<file path="src/rtl/clkdiv_pkg.sv">
// Shared definitions for the clock divider and its period meter.
`default_nettype none

package clkdiv_pkg;

  localparam int DEF_CNT_W    = 16;
  localparam int DEF_AVG_LOG2 = 2;

  typedef enum logic [1:0] {
    ST_IDLE = 2'd0,
    ST_ARM  = 2'd1,
    ST_MEAS = 2'd2
  } meas_state_t;

endpackage

`default_nettype wire

</file>
<file path="src/rtl/sync_edge_det.sv">
// Two-flop synchroniser plus edge register for an asynchronous input.
`default_nettype none

module sync_edge_det (
  input  logic clk_in,
  input  logic rst,
  input  logic sig_in,
  output logic level,
  output logic rise,
  output logic fall
);

  logic meta_q;
  logic sync_q;
  logic prev_q;

  always_ff @(posedge clk_in or posedge rst) begin
    if (rst) begin
      meta_q <= 1'b0;
      sync_q <= 1'b0;
      prev_q <= 1'b0;
    end else begin
      meta_q <= sig_in;
      sync_q <= meta_q;
      prev_q <= sync_q;
    end
  end

  assign level = sync_q;
  assign rise  = sync_q & ~prev_q;
  assign fall  = ~sync_q & prev_q;

endmodule

`default_nettype wire

</file>
<file path="src/rtl/clock_period_meter.sv">
// Measures averaged period and last high time of a slow asynchronous clock
// in system-clock cycles, with a sticky no-edge timeout.
`default_nettype none

module clock_period_meter
  import clkdiv_pkg::*;
#(
  parameter int CNT_W    = DEF_CNT_W,
  parameter int AVG_LOG2 = DEF_AVG_LOG2
) (
  input  logic             clk_in,
  input  logic             rst,
  input  logic             en,
  input  logic             sig_in,
  output logic [CNT_W-1:0] period,
  output logic [CNT_W-1:0] high_time,
  output logic             valid,
  output logic             timeout
);

  localparam int                ACC_W     = CNT_W + AVG_LOG2;
  localparam logic [CNT_W-1:0]  CNT_ONE   = CNT_W'(1);
  localparam logic [CNT_W-1:0]  CNT_MAX   = '1;
  localparam logic [AVG_LOG2:0] NPER_ONE  = (AVG_LOG2 + 1)'(1);
  localparam logic [AVG_LOG2:0] NPER_FULL = (AVG_LOG2 + 1)'(1 << AVG_LOG2);

  meas_state_t state, next_state;

  logic             s;
  logic             rise;
  logic             fall;
  logic [CNT_W-1:0] pcnt;
  logic [CNT_W-1:0] hcnt;
  logic             high_run;
  logic [ACC_W-1:0] acc;
  logic [ACC_W-1:0] acc_sum;
  logic [AVG_LOG2:0] nper;
  logic [AVG_LOG2:0] nper_inc;

  logic start;
  logic edge_seen;
  logic close_win;
  logic tmo;

  sync_edge_det u_sync (
    .clk_in (clk_in),
    .rst    (rst),
    .sig_in (sig_in),
    .level  (s),
    .rise   (rise),
    .fall   (fall)
  );

  assign acc_sum  = acc + ACC_W'(pcnt);
  assign nper_inc = nper + NPER_ONE;

  always_ff @(posedge clk_in or posedge rst) begin
    if (rst) state <= ST_IDLE;
    else     state <= next_state;
  end

  // A rise coinciding with an all-ones count is checked first so the edge wins.
  always_comb begin
    next_state = state;
    start      = 1'b0;
    edge_seen  = 1'b0;
    close_win  = 1'b0;
    tmo        = 1'b0;
    case (state)
      ST_IDLE: begin
        if (en) next_state = ST_ARM;
      end
      ST_ARM: begin
        if (!en) begin
          next_state = ST_IDLE;
        end else if (rise) begin
          next_state = ST_MEAS;
          start      = 1'b1;
        end
      end
      ST_MEAS: begin
        if (!en) begin
          next_state = ST_IDLE;
        end else if (rise) begin
          edge_seen = 1'b1;
          close_win = (nper_inc == NPER_FULL);
        end else if (pcnt == CNT_MAX) begin
          tmo        = 1'b1;
          next_state = ST_ARM;
        end
      end
      default: next_state = ST_IDLE;
    endcase
  end

  always_ff @(posedge clk_in or posedge rst) begin
    if (rst) begin
      pcnt      <= '0;
      hcnt      <= '0;
      high_run  <= 1'b0;
      acc       <= '0;
      nper      <= '0;
      period    <= '0;
      high_time <= '0;
      valid     <= 1'b0;
      timeout   <= 1'b0;
    end else begin
      valid <= 1'b0;
      if (!en) begin
        pcnt     <= '0;
        hcnt     <= '0;
        high_run <= 1'b0;
        acc      <= '0;
        nper     <= '0;
        timeout  <= 1'b0;
      end else if (start || edge_seen) begin
        pcnt     <= CNT_ONE;
        hcnt     <= CNT_ONE;
        high_run <= 1'b1;
        if (start || close_win) begin
          acc  <= '0;
          nper <= '0;
        end else begin
          acc  <= acc_sum;
          nper <= nper_inc;
        end
        if (close_win) begin
          period    <= CNT_W'(acc_sum >> AVG_LOG2);
          high_time <= hcnt;
          valid     <= 1'b1;
          timeout   <= 1'b0;
        end
      end else if (tmo) begin
        timeout  <= 1'b1;
        pcnt     <= '0;
        hcnt     <= '0;
        high_run <= 1'b0;
        acc      <= '0;
        nper     <= '0;
      end else if (state == ST_MEAS) begin
        pcnt <= pcnt + CNT_ONE;
        // Only the first high phase after the rise contributes to the high time.
        if (fall)                high_run <= 1'b0;
        else if (high_run && s)  hcnt     <= hcnt + CNT_ONE;
      end else begin
        pcnt     <= '0;
        hcnt     <= '0;
        high_run <= 1'b0;
        acc      <= '0;
        nper     <= '0;
      end
    end
  end

endmodule

`default_nettype wire

</file>
<file path="config.mk">
export PLATFORM = sky130hd
export DESIGN_NAME = clock_period_meter
export DESIGN_NICKNAME = d
export VERILOG_FILES = /design/src/rtl/clkdiv_pkg.sv /design/src/rtl/sync_edge_det.sv /design/src/rtl/clock_period_meter.sv
export SDC_FILE = /design/constraint.sdc
export NUM_CORES = 1
export LEC_CHECK = 0
export BUFFER_PORTS_ARGS = -buffer_cell sky130_fd_sc_hd__buf_2
export CORE_MARGIN = 8
export CORE_UTILIZATION = 50
export DETAILED_ROUTE_END_ITERATION = 12
export PLACE_DENSITY = 0.68
export SLEW_MARGIN = 20
export SYNTH_ARGS = -nofsm -noshare
export SYNTH_HDL_FRONTEND = slang
export SYNTH_SLANG_ARGS = --single-unit
</file>
<file path="constraint.sdc">
create_clock -name clk_in -period 9.1 [get_ports clk_in]
set_clock_uncertainty 0.15 [all_clocks]
set_input_delay 1.365 -clock clk_in [delete_from_list [all_inputs] [get_ports clk_in]]
set_output_delay 1.365 -clock clk_in [all_outputs]
set_load 0.03 [all_outputs]
</file>
== Yosys cells after proc, flatten, opt, wreduce, memory -nomap -nowiden ==
Index checks and enable logic that the tools add are counted.

* Memory bits (writable): 0
* Bits in registers: 93
* Input bits: 4
* Output and inout port bits: 34
* ROM bits: 0
* Word-level logic and storage cells: 93
* Bits in latches: 0
* Memories kept: 0

* Bitwise operators: 4
* Multipliers: 0
* Reduce and logical (&&, ||, !) cells: 8
* Mux-type cells: 50
* Div/mod/pow operators: 0
* Order comparisons: 0
* Add/sub/neg operators: 4
* Shift-type cells: 0
* Equality and inequality tests: 14

{| class="wikitable"
|+ Operators with widths
! cell !! number
|-
| 16-bit two-way mux || 10
|-
| 18-bit two-way mux || 5
|-
| 16-bit by 1-bit adder with 16-bit output (second input constant) || 2
|-
| 1-bit two-way mux || 23
|-
| 18-bit by 16-bit adder with 18-bit output || 1
|-
| 16-bit == test (second input constant) || 1
|-
| 3-bit two-way mux || 5
|-
| 2-bit two-way mux || 6
|-
| 3-bit inequality test (second input constant) || 4
|-
| 5-bit inequality test (second input constant) || 2
|-
| 2-bit case mux with 3 select lines || 1
|-
| 5-bit by 4-bit inequality test with 1-bit output (second input constant) || 1
|-
| 4-bit inequality test (second input constant) || 1
|-
| 2-bit AND reduction || 2
|-
| 4-bit AND reduction || 1
|-
| 3-bit by 1-bit adder with 3-bit output (second input constant) || 1
|-
| 3-bit == test (second input constant) || 1
|-
| 3-bit by 1-bit inequality test with 1-bit output (second input constant) || 1
|-
| 3-bit AND reduction || 1
|-
| 1-bit bitwise AND || 2
|-
| 2-bit by 1-bit == test with 1-bit output (second input constant) || 1
|-
| 2-bit == test (second input constant) || 1
|-
| 2-bit logical NOT || 1
|-
| 1-bit logical OR || 2
|-
| 3 further kinds || 4
|}

== Depth between registers and ports, before layout ==
Gate-level depths: netlist of the first run.

* Depth in word-level cells: 9
* Depth in mapped cells: 8
* Gate-level depth less buffers: 8

== Hierarchy ==
A second synthesis of the first run with hierarchy kept.

* Cells, all modules: 476
* Area, all modules: 4,710.8 um^2

{| class="wikitable"
|+ Modules (own cells, without submodules)
! module !! area an instance (um^2) !! times used !! cells an instance !! sequential area each (um^2)
|-
| clock_period_meter || 4,616.9 || 1 || 470 || 2,252.2
|-
| sync_edge_det || 93.8 || 1 || 6 || 75.1
|}

== Least setup slack after synthesis of the first run ==
Ideal clock, no wire load.

* Kind: input-to-reg
* Start: input port en
* End: register period[10]
* Arrival: 2.278 ns
* Slack: 6.547 ns
* Path buffers: 1
* Required time: 8.825 ns
* Library setup time: 0.125 ns
* Stages on the path: 5
* Path through: and2_1 > nand3_1 > inv_1 > buf_2 > mux2_2

* Longest elaborated chain between the ends: 4
* Elaborated cells on any way between the ends: 7
* Those cells by class: 5 x mux; 2 x reduce/logical

{| class="wikitable"
|+ RTL lines
! element !! RTL line !! RTL
|-
| from (decl) || clock_period_meter.sv:13 || <nowiki>input logic en,</nowiki>
|-
| 1-bit two-way mux || clock_period_meter.sv:74 || <nowiki>if (!en) begin</nowiki>
|-
| 1-bit two-way mux || clock_period_meter.sv:69 || <nowiki>case (state)</nowiki>
|-
| 1-bit logical OR || clock_period_meter.sv:116 || <nowiki>end else if (start || edge_seen) begin</nowiki>
|-
| 3-bit AND reduction (no source line) * || -- ||
|-
| to (signal assigned) || clock_period_meter.sv:128 || <nowiki>period <= CNT_W'(acc_sum >> AVG_LOG2);</nowiki>
|-
| to (decl) || clock_period_meter.sv:15 || <nowiki>output logic [CNT_W-1:0] period,</nowiki>
|}

Every way passes the cells marked *; elsewhere a longest branch is shown, timed or not.
A chain may end at the register's enable or synchronous reset.

== Worst setup path in the final report of the first run ==
* Start: register pcnt[0]
* End: register period[14]

* Longest elaborated chain between the ends: 1

{| class="wikitable"
|+ RTL lines
! element !! RTL line !! RTL
|-
| from (decl) || clock_period_meter.sv:32 || <nowiki>logic [CNT_W-1:0] pcnt;</nowiki>
|-
| from (signal assigned) || clock_period_meter.sv:141 || <nowiki>pcnt <= pcnt + CNT_ONE;</nowiki>
|-
| 18-bit by 16-bit adder with 18-bit output || clock_period_meter.sv:54 || <nowiki>assign acc_sum = acc + ACC_W'(pcnt);</nowiki>
|}

Every way passes these cells.

==> impl_metrics.csv, run 1 <==
group,metric,value,unit
status,outcome,"finished, final reports clean",
floorplan,dieArea,12900,um2
clocking,clock_latency,0.37,ns
cells_and_area,seqCellArea,2330,um2
cells_and_area,multiInputGateArea,2320,um2
floorplan,core-area,9240,um2
global_route,grt_max_degree,72,
clocking,cts_buffers,9,
global_route,grt_pass1_vias,3578,
yosys,netlist_instances,483,
place,dp_hpwl,6.73,mm
drt,num_vias,3528,
hold_path,hold_end,"u_sync.level$_DFF_PP0_",
hold_path,hold_depth,0,
cells_and_area,area_growth,10.4,%
clocking,post_cts_buffers,0,
clocking,hold_buffers,0,
drt,drt_first_pass_iters,5,
sta,setup_viol,0,
setup_path,worstSetupEndpointType,"flop",
clocking,tritoncts,"built",
setup_path,arrival,2.90,ns
cells_and_area,fillers,839,
yosys,synth-edff-count,0,
yosys,ys_types,62,
clocking,cts_resized,0,
cells_and_area,finalInstanceArea,5260,um2
sta,worstMarginPinSlew,0.860,ns
cells_and_area,mostFrequentLayoutCell,"nand2_1",
drt,viasPerCell,5.43,
hold_path,min_path_type,"flop to flop",
global_route,grt-ovfl-total,0,
sta,max_freq,356,MHz
pwr,power_density,138,nW/um2
global_route,grt_pass1_wl,17.2,mm
job,cap_violations,0,
cells_and_area,nets,541,
yosys,yosys.area.top_type_share,48.9,%
cells_and_area,layout_common_cells,"98 x nand2_1, 93 x dfrtp_1, 37 x nor2_1, 37 x buf_2, 23 x xor2_1",
sta,maxSlewViolCount,0,
setup_path,rr_worst_depth,8,
sta,tns,0,ns
hold_path,min_from,"u_sync.meta_q$_DFF_PP0_",
setup_path,r2r_end,"period[14]$_DFFE_PP0P_",
yosys,synthArstFlopShare,100,%
floorplan,rows,35,
floorplan,ios,38,
setup_path,r2r_slack,6.29,ns
setup_path,crit_fanout,5,
global_route,antenna_found_initial,0,
cells_and_area,drive_gt1_share,15.0,%
place,port_buffers,37,
yosys,synthFlopType,"dfrtp_1",
place,place_area,5040,um2
setup_path,start_kind,"flop",
clocking,h-tree-depth,3,
floorplan,chipHeight,114,um
drt,drt_iter0_markers,176,
clocking,cts-root-buf,"clkbuf_8",
floorplan,die_w,114,um
drt,route.detailed.drc,0,
clocking,cts.path.max_buffers,2,
global_route,grt_util_all_layers,16.3,%
drt,routedWlPerCell,15.1,um
sta,fin_crit_sh,30.8,%
sta,finalHoldViolations,0,
sta,relSlewSlack,42.7,%
cells_and_area,diodes,0,
yosys,synth_top_cells_by_area,"dfrtp_1 49%, nand2_1 7.7%, ha_1 5.3%",
place,dp_cells,634,
sta,period_minus_slack,2.81,ns
yosys,synth_largest_area_cell,"dfrtp_1",
sta,rsz0062_at_grt,"false",
drt,wirelength,9.79,mm
place,gp_congestion,0.798,
cells_and_area,final_cells,650,
yosys,ys_ff_latch,93,
clocking,cts_sinks,93,
setup_path,worstPathRequired,9.19,ns
cells_and_area,postLayoutCoreUtil,56.9,%
sta,whs,0.214,ns
yosys,ys_seq_area_share,48.9,%
yosys,synth_warnings,0,
setup_path,crit_type,"flop to flop",
pwr,leakagePower,2.71,nW
clocking,clk_pin_slew_worst_paths,0.11,ns
setup_path,r2r-start,"pcnt[0]$_DFF_PP0_",
yosys,synth_fp_nets,508,
yosys,synth_area,4760,um2
yosys,syn_avg_cell_area,9.86,um2
pwr,ir_drop,88.5,uV
floorplan,start_util,51.5,%
drt,drtAntennaViolNets,0,
worst max-delay path by stage:
stage	slack (ns)	start	endpoint
global route	6.17	pcnt[0]$_DFF_PP0_	period[12]$_DFFE_PP0P_
detailed placement	5.66	en	period[13]$_DFFE_PP0P_
global placement	5.74	en	period[13]$_DFFE_PP0P_
CTS	6.06	en	period[13]$_DFFE_PP0P_
floorplan	5.16	rst	acc[0]$_DFFE_PP0P_
finish	6.29	pcnt[0]$_DFF_PP0_	period[14]$_DFFE_PP0P_
worst max-delay path, stage by stage, from the launching register on:
cell      delay (ns)
dfrtp_1         0.45
ha_1            0.25
fa_1            0.42
a211o_1         0.35
a211oi_2        0.34
nor4_1          0.13
o21ai_1         0.31
xor2_1          0.18
o21ai_0         0.09
Yosys cell counts (7+ instances only):
| cell type | n |
|---|---|
| nand3_1 | 14 |
| a21oi_1 | 16 |
| nor2_1 | 37 |
| a21o_1 | 9 |
| o21ai_0 | 18 |
| dfrtp_1 | 93 |
| and2_1 | 7 |
| clkbuf_1 | 8 |
| buf_2 | 9 |
| xor2_1 | 23 |
| a22o_1 | 14 |
| ha_1 | 20 |
| and3_1 | 9 |
| xnor2_1 | 18 |
| nand2_1 | 98 |
cell families after synthesis:
kind of cell | count (synthesis) | share of synthesized area (%)
multiplexers | 5 | 1.16
AND/OR/NAND/NOR | 200 | 19.5
adder cells (fa/ha/maj) | 21 | 5.68
flip-flops | 93 | 48.9
buffers and inverters | 24 | 2.29
AO/OA/AOI/OAI | 99 | 14.9
XOR/XNOR | 41 | 7.54
layer usage:
metal / wire (um) / up-vias / share of wire [%] / track usage (%)
met3: 417 / 15 / 4.3 / 2.80
met5: 0 / - / 0 / 0
met4: 156 / 0 / 1.6 / 6.66
li1: - / 1745 / - / -
met2: 4560 / 58 / 47 / 26.5
met1: 4650 / 1710 / 48 / 21.2
flip-flops by register name, indices dropped and copies added (netlist names):
name           cells
nper               3
state              2
u_sync.meta_q      1
period            16
high_run           1
u_sync.level       1
u_sync.prev_q      1
valid              1
acc               18
timeout            1
pcnt              16
hcnt              16
high_time         16
area by class of cell:
cell class	count	area share, %
flip-flops and latches	93	44.3
multi-input cells	366	44.2
repair buffers	40	3.95
well taps	129	3.07
clock buffers	9	2.36
clock inverters	7	1.67
inverters	6	0.452
through the flow:
stage / total power, mW / worst slack (ns)
finish: 0.728 / 6.29
global route: 0.751 / 6.17
CTS: 0.735 / 6.06
detailed placement: 0.440 / 5.66
global placement: 0.439 / 5.74
floorplan: 0.435 / 5.16
power by group:
part	total, mW	switching, mW	internal [mW]
logic	0.0142	0.0113	0.00284
registers	0.416	0.00183	0.415
clock network	0.297	0.163	0.134
total	0.728	0.176	0.551
Note: power is estimated with default switching activity, not from simulation.
==> run 2, diff against run 1 <==
==> constraint.sdc (replaced) <==
create_clock -name clk_in -period 2.7 [get_ports clk_in]
set_clock_uncertainty 0.15 [all_clocks]
set_input_delay 0.405 -clock clk_in [delete_from_list [all_inputs] [get_ports clk_in]]
set_output_delay 0.405 -clock clk_in [all_outputs]
set_load 0.03 [all_outputs]
==> run 2 against run 1 <==
  * Critical path depth is the same
  * Worst setup slack got worse by 6.1 ns
  * Maximum frequency up 11%
  * Clock-buffer cell count did not move
  * Via count grew 0.79%
  * Worst hold slack lost 0.20 ns
  * Critical endpoint is now period[10]$_DFFE_PP0P_
==> impl_metrics.csv, run 2 (synthesis gave the netlist of run 1 again) <==
group,metric,value,unit
sta,max_freq,396,MHz
cells_and_area,fillers,832,
cells_and_area,postLayoutCoreUtil,57.9,%
place,gp_congestion,0.830,
clocking,post_cts_buffers,0,
sta,rsz0062_at_grt,"false",
setup_path,crit_type,"flop to flop",
sta,relSlewSlack,59.7,%
status,outcome,"finished, final reports clean",
global_route,grt_pass1_vias,3604,
clocking,h-tree-depth,3,
sta,worstMarginPinSlew,0.598,ns
drt,viasPerCell,5.42,
setup_path,worstPathRequired,2.79,ns
drt,drtAntennaViolNets,0,
clocking,clk_pin_slew_worst_paths,0.10,ns
cells_and_area,layout_common_cells,"98 x nand2_1, 93 x dfrtp_1, 37 x nor2_1, 37 x buf_2, 23 x xor2_1",
global_route,antenna_found_initial,0,
cells_and_area,area_growth,12.3,%
sta,setup_viol,0,
setup_path,crit_fanout,3,
place,port_buffers,37,
setup_path,path_cells,"ha_1 -> fa_2 -> a211o_1 -> a211oi_4 -> nor4_1 -> nor2b_1 -> xnor2_1 -> mux2_2",
setup_path,cp_slowest_cell,"dfrtp_1",
clocking,tritoncts,"built",
drt,route.detailed.drc,0,
clocking,cts-root-buf,"clkbuf_8",
clocking,cts.path.max_buffers,2,
drt,wirelength,9.85,mm
clocking,clock_latency,0.36,ns
sta,tns,0,ns
floorplan,ios,38,
floorplan,chipHeight,114,um
floorplan,dieArea,12900,um2
sta,finalHoldViolations,0,
cells_and_area,finalInstanceArea,5350,um2
cells_and_area,drive_gt1_share,15.7,%
sta,fin_crit_sh,93.5,%
sta,period_minus_slack,2.52,ns
floorplan,start_util,51.5,%
cells_and_area,largest_reg_flops,18,
clocking,cts_buffers,9,
job,cap_violations,0,
cells_and_area,nets,547,
place,place_area,5100,um2
drt,drt_iter0_markers,164,
global_route,grt_pass1_wl,17.2,mm
setup_path,critPathTopFamily,"compound AO/OA/AOI/OAI gates",
drt,routedWlPerCell,15.0,um
setup_path,timing.critical_path.buf_inv,0,
setup_path,max_stage_delay,0.39,ns
drt,num_vias,3556,
setup_path,worstSetupEndpointType,"flop",
global_route,grt-ovfl-total,0,
clocking,cts_sinks,93,
pwr,ir_drop,298,uV
pwr,power_density,471,nW/um2
floorplan,rows,35,
floorplan,die_w,114,um
drt,drt_first_pass_iters,4,
place,dp_hpwl,6.90,mm
cells_and_area,mostFrequentLayoutCell,"nand2_1",
setup_path,start_kind,"flop",
hold_path,min_path_type,"input port to asynchronous set/reset pin",
floorplan,core-area,9240,um2
global_route,grt_max_degree,94,
sta,maxSlewViolCount,0,
cells_and_area,regMostFlops,"acc",
setup_path,arrival,2.62,ns
cells_and_area,diodes,0,
global_route,grt_util_all_layers,16.3,%
pwr,leakagePower,2.74,nW
[run 2: worst min-delay path, delay by kind of cell]
family | cells | cell delay (ns)
buf+inv | 3 | 0.54
[run 2: per-layer routing]
| metal | up-vias | routed length [um] | global-route usage, % | share of wire (%) |
|---|---|---|---|---|
| met1 | 1728 | 4560 | 20.0 | 46 |
| met5 | - | 0 | 0 | 0 |
| met3 | 14 | 295 | 2.48 | 3.0 |
| li1 | 1765 | - | - | - |
| met4 | 0 | 144 | 6.04 | 1.5 |
| met2 | 49 | 4850 | 28.1 | 49 |
[run 2: through the flow]
stage          setup slack [ns]  total power, mW  hold slack [ns]  std cells
3_3_place_gp              0.120             1.49            0.183        639
4_1_cts                  0.0555             2.55           0.0460        656
6_report                  0.176             2.52           0.0103        656
3_5_place_dp             0.0804             1.49            0.187        639
2_1_floorplan             0.205             1.47            0.181        483
5_1_grt                  0.0208             2.61           0.0752        656
[run 2: timing repair]
| action | in CTS | in global routing |
|---|---|---|
| setup endpoints to repair | 0 | 5 |
| gates resized for setup | 0 | 2 |
| endpoints found under the hold margin | 1 | 0 |
| hold buffers | 1 | 0 |
[run 2: cell type report]
type	instances	area, um2	share of cell area, %
multi-input combinational	366	2330	43.7
sequential	93	2330	43.5
timing repair buffer	46	268	5.01
tap	129	161	3.02
clock buffer	9	124	2.32
clock inverter	7	105	1.97
inverter	6	26.3	0.491
[run 2: where the power goes]
| part | leakage [nW] | internal (mW) | switching [mW] |
|---|---|---|---|
| Sequential | 1.29 | 1.40 | 0.00533 |
| Clock | 0.113 | 0.538 | 0.525 |
| Combinational | 1.34 | 0.0142 | 0.0404 |
[run 2: final timing paths]
check,from,endpoint,slack (ns),cells after the start
setup reg to reg,pcnt[0]$_DFF_PP0_,period[10]$_DFFE_PP0P_,0.18,8
setup / recovery,pcnt[0]$_DFF_PP0_,period[10]$_DFFE_PP0P_,0.18,8
hold reg to reg,u_sync.meta_q$_DFF_PP0_,u_sync.level$_DFF_PP0_,0.21,0
min in group clk_in,en,state[1]$_DFFE_PP0P_,0.17,2
max in group asynchronous,rst,acc[11]$_DFFE_PP0P_,1.97,3
hold / removal,rst,high_time[13]$_DFFE_PP0P_,0.01,3
==> run 3, diff against run 2 <==
--- a/config.mk
+++ b/config.mk
@@ -6,11 +6,12 @@
 export NUM_CORES = 1
 export LEC_CHECK = 0
 export BUFFER_PORTS_ARGS = -buffer_cell sky130_fd_sc_hd__buf_2
+export CORE_ASPECT_RATIO = 0.8
 export CORE_MARGIN = 8
 export CORE_UTILIZATION = 50
 export DETAILED_ROUTE_END_ITERATION = 12
 export PLACE_DENSITY = 0.68
-export SLEW_MARGIN = 20
+export SLEW_MARGIN = 15
 export SYNTH_ARGS = -nofsm -noshare
 export SYNTH_HDL_FRONTEND = slang
 export SYNTH_SLANG_ARGS = --single-unit
==> run 3 against run 2 <==
  * Register-to-register slack worse by 0.07 ns
  * Clock power is 11% higher
  * Utilization is 0.94 points lower
  * Critical path depth stayed put
  * Via count is 0.67% higher
  * Largest power group unchanged
  * Highest routed layer unchanged
==> impl_metrics.csv, run 3 (synthesis gave the netlist of run 1 again) <==
group,metric,value,unit
status,outcome,"finished, final reports clean",
place,dp_hpwl,7.32,mm
cells_and_area,finalInstanceArea,5380,um2
cells_and_area,diodes,0,
setup_path,timing.critical_path.buf_inv,0,
sta,whs,0.0179,ns
pwr,power_density,490,nW/um2
global_route,grt_pass1_vias,3503,
setup_path,crit_type,"flop to flop",
place,post-place-ws,0.101,ns
sta,relSlewSlack,55.3,%
cells_and_area,mostFrequentLayoutCell,"nand2_1",
global_route,grt_pass1_wl,17.5,mm
cells_and_area,nets,548,
sta,fin_crit_sh,96.1,%
floorplan,dieArea,12900,um2
clocking,tritoncts,"built",
sta,rsz0062_at_grt,"false",
global_route,grt_util_all_layers,17.0,%
setup_path,rr_worst_depth,8,
cells_and_area,largest_reg_flops,18,
setup_path,crit_fanout,3,
clocking,cts.path.max_buffers,2,
floorplan,rows,32,
clocking,clk_pin_slew_worst_paths,0.07,ns
clocking,h-tree-depth,3,
place,port_buffers,37,
clocking,cts_resized,0,
sta,period_minus_slack,2.59,ns
cells_and_area,fillers,832,
global_route,antenna_found_initial,0,
setup_path,arrival,2.67,ns
drt,num_vias,3580,
drt,drt_iter0_markers,214,
floorplan,core-area,9450,um2
drt,wirelength,10.2,mm
cells_and_area,layout_common_cells,"98 x nand2_1, 93 x dfrtp_1, 37 x nor2_1, 37 x buf_2, 23 x xor2_1",
clocking,cts_sinks,93,
setup_path,worstSetupEndpointType,"flop",
drt,viasPerCell,5.53,
setup_path,cp_slowest_cell,"dfrtp_1",
drt,drt_first_pass_iters,4,
floorplan,ios,38,
sta,setup_viol,0,
sta,max_freq,385,MHz
hold_path,hold_depth,1,
setup_path,path_cells,"ha_1 -> fa_1 -> a211o_1 -> a211oi_2 -> o21ai_1 -> a21oi_1 -> xnor2_1 -> mux2_2",
cells_and_area,drive_gt1_share,15.7,%
setup_path,max_stage_delay,0.39,ns
floorplan,die_w,125,um
clocking,cts-root-buf,"clkbuf_16",
setup_path,critPathTopFamily,"compound AO/OA/AOI/OAI gates",
sta,tns,0,ns
cells_and_area,regMostFlops,"acc",
job,cap_violations,0,
sta,worstMarginPinSlew,0.663,ns
setup_path,cp.depth,8,
floorplan,chipHeight,103,um
global_route,grt_max_degree,66,
place,gp_congestion,0.892,
global_route,grt-ovfl-total,0,
sta,fin_ws,0.106,ns
floorplan,start_util,50.4,%
sta,maxSlewViolCount,0,
cells_and_area,area_growth,13.0,%
drt,route.detailed.drc,0,
setup_path,r2r_slack,0.11,ns
pwr,ir_drop,335,uV
drt,drtAntennaViolNets,0,
setup_path,start_kind,"flop",
pwr,power.total,2.64,mW
clocking,cts_buffers,9,
hold_path,min_path_type,"input port to flop",
drt,routedWlPerCell,15.7,um
pwr,leakagePower,2.77,nW
setup_path,worstPathRequired,2.78,ns
clocking,clock_latency,0.35,ns
sta,finalHoldViolations,0,
place,place_area,5090,um2
## run 3: layout make-up
cell class              count  area (um2)  share of cell area, %
clock buffers               9         225                   4.19
clock inverters             7        51.3                  0.954
inverters                   6        26.3                  0.488
multi-input cells         366        2320                   43.2
flip-flops and latches     93        2330                   43.3
well taps                 119         149                   2.77
repair buffers             47         275                   5.12
## run 3: stage by stage
step | util, % | std cells
after floorplan | - | 483
after global placement | 53.9 | 630
after detailed placement | 53.9 | 630
after CTS | 56.9 | 647
after global routing | 56.9 | 647
final | 56.9 | 647
## run 3: routing by layer
metal	vias up	global-route usage [%]	wire (um)
met3	8	4.46	559
met1	1727	23.5	5090
li1	1764	-	-
met5	-	0	0
met2	81	24.9	4410
met4	0	6.81	111
## run 3: timing repair
action / 4_1_cts / 5_1_grt
hold endpoints to repair: 3 / 0
endpoints found under the setup margin: 0 / 2
setup buffers: 0 / 0
hold buffers: 1 / 0
## run 3: final timing paths
kind,start,end
setup / recovery,acc[0]$_DFFE_PP0P_,period[12]$_DFFE_PP0P_
hold / removal,sig_in,u_sync.meta_q$_DFF_PP0_
setup reg to reg,acc[0]$_DFFE_PP0P_,period[12]$_DFFE_PP0P_
hold reg to reg,u_sync.meta_q$_DFF_PP0_,u_sync.level$_DFF_PP0_
max in group asynchronous,rst,u_sync.prev_q$_DFF_PP0_
min in group asynchronous,rst,high_time[11]$_DFFE_PP0P_
## run 3: power by group
part | switching, mW | leakage, nW | internal, mW | total [mW]
Combinational | 0.0408 | 1.35 | 0.0143 | 0.0551
Clock | 0.552 | 0.132 | 0.627 | 1.18
Sequential | 0.00520 | 1.29 | 1.40 | 1.40
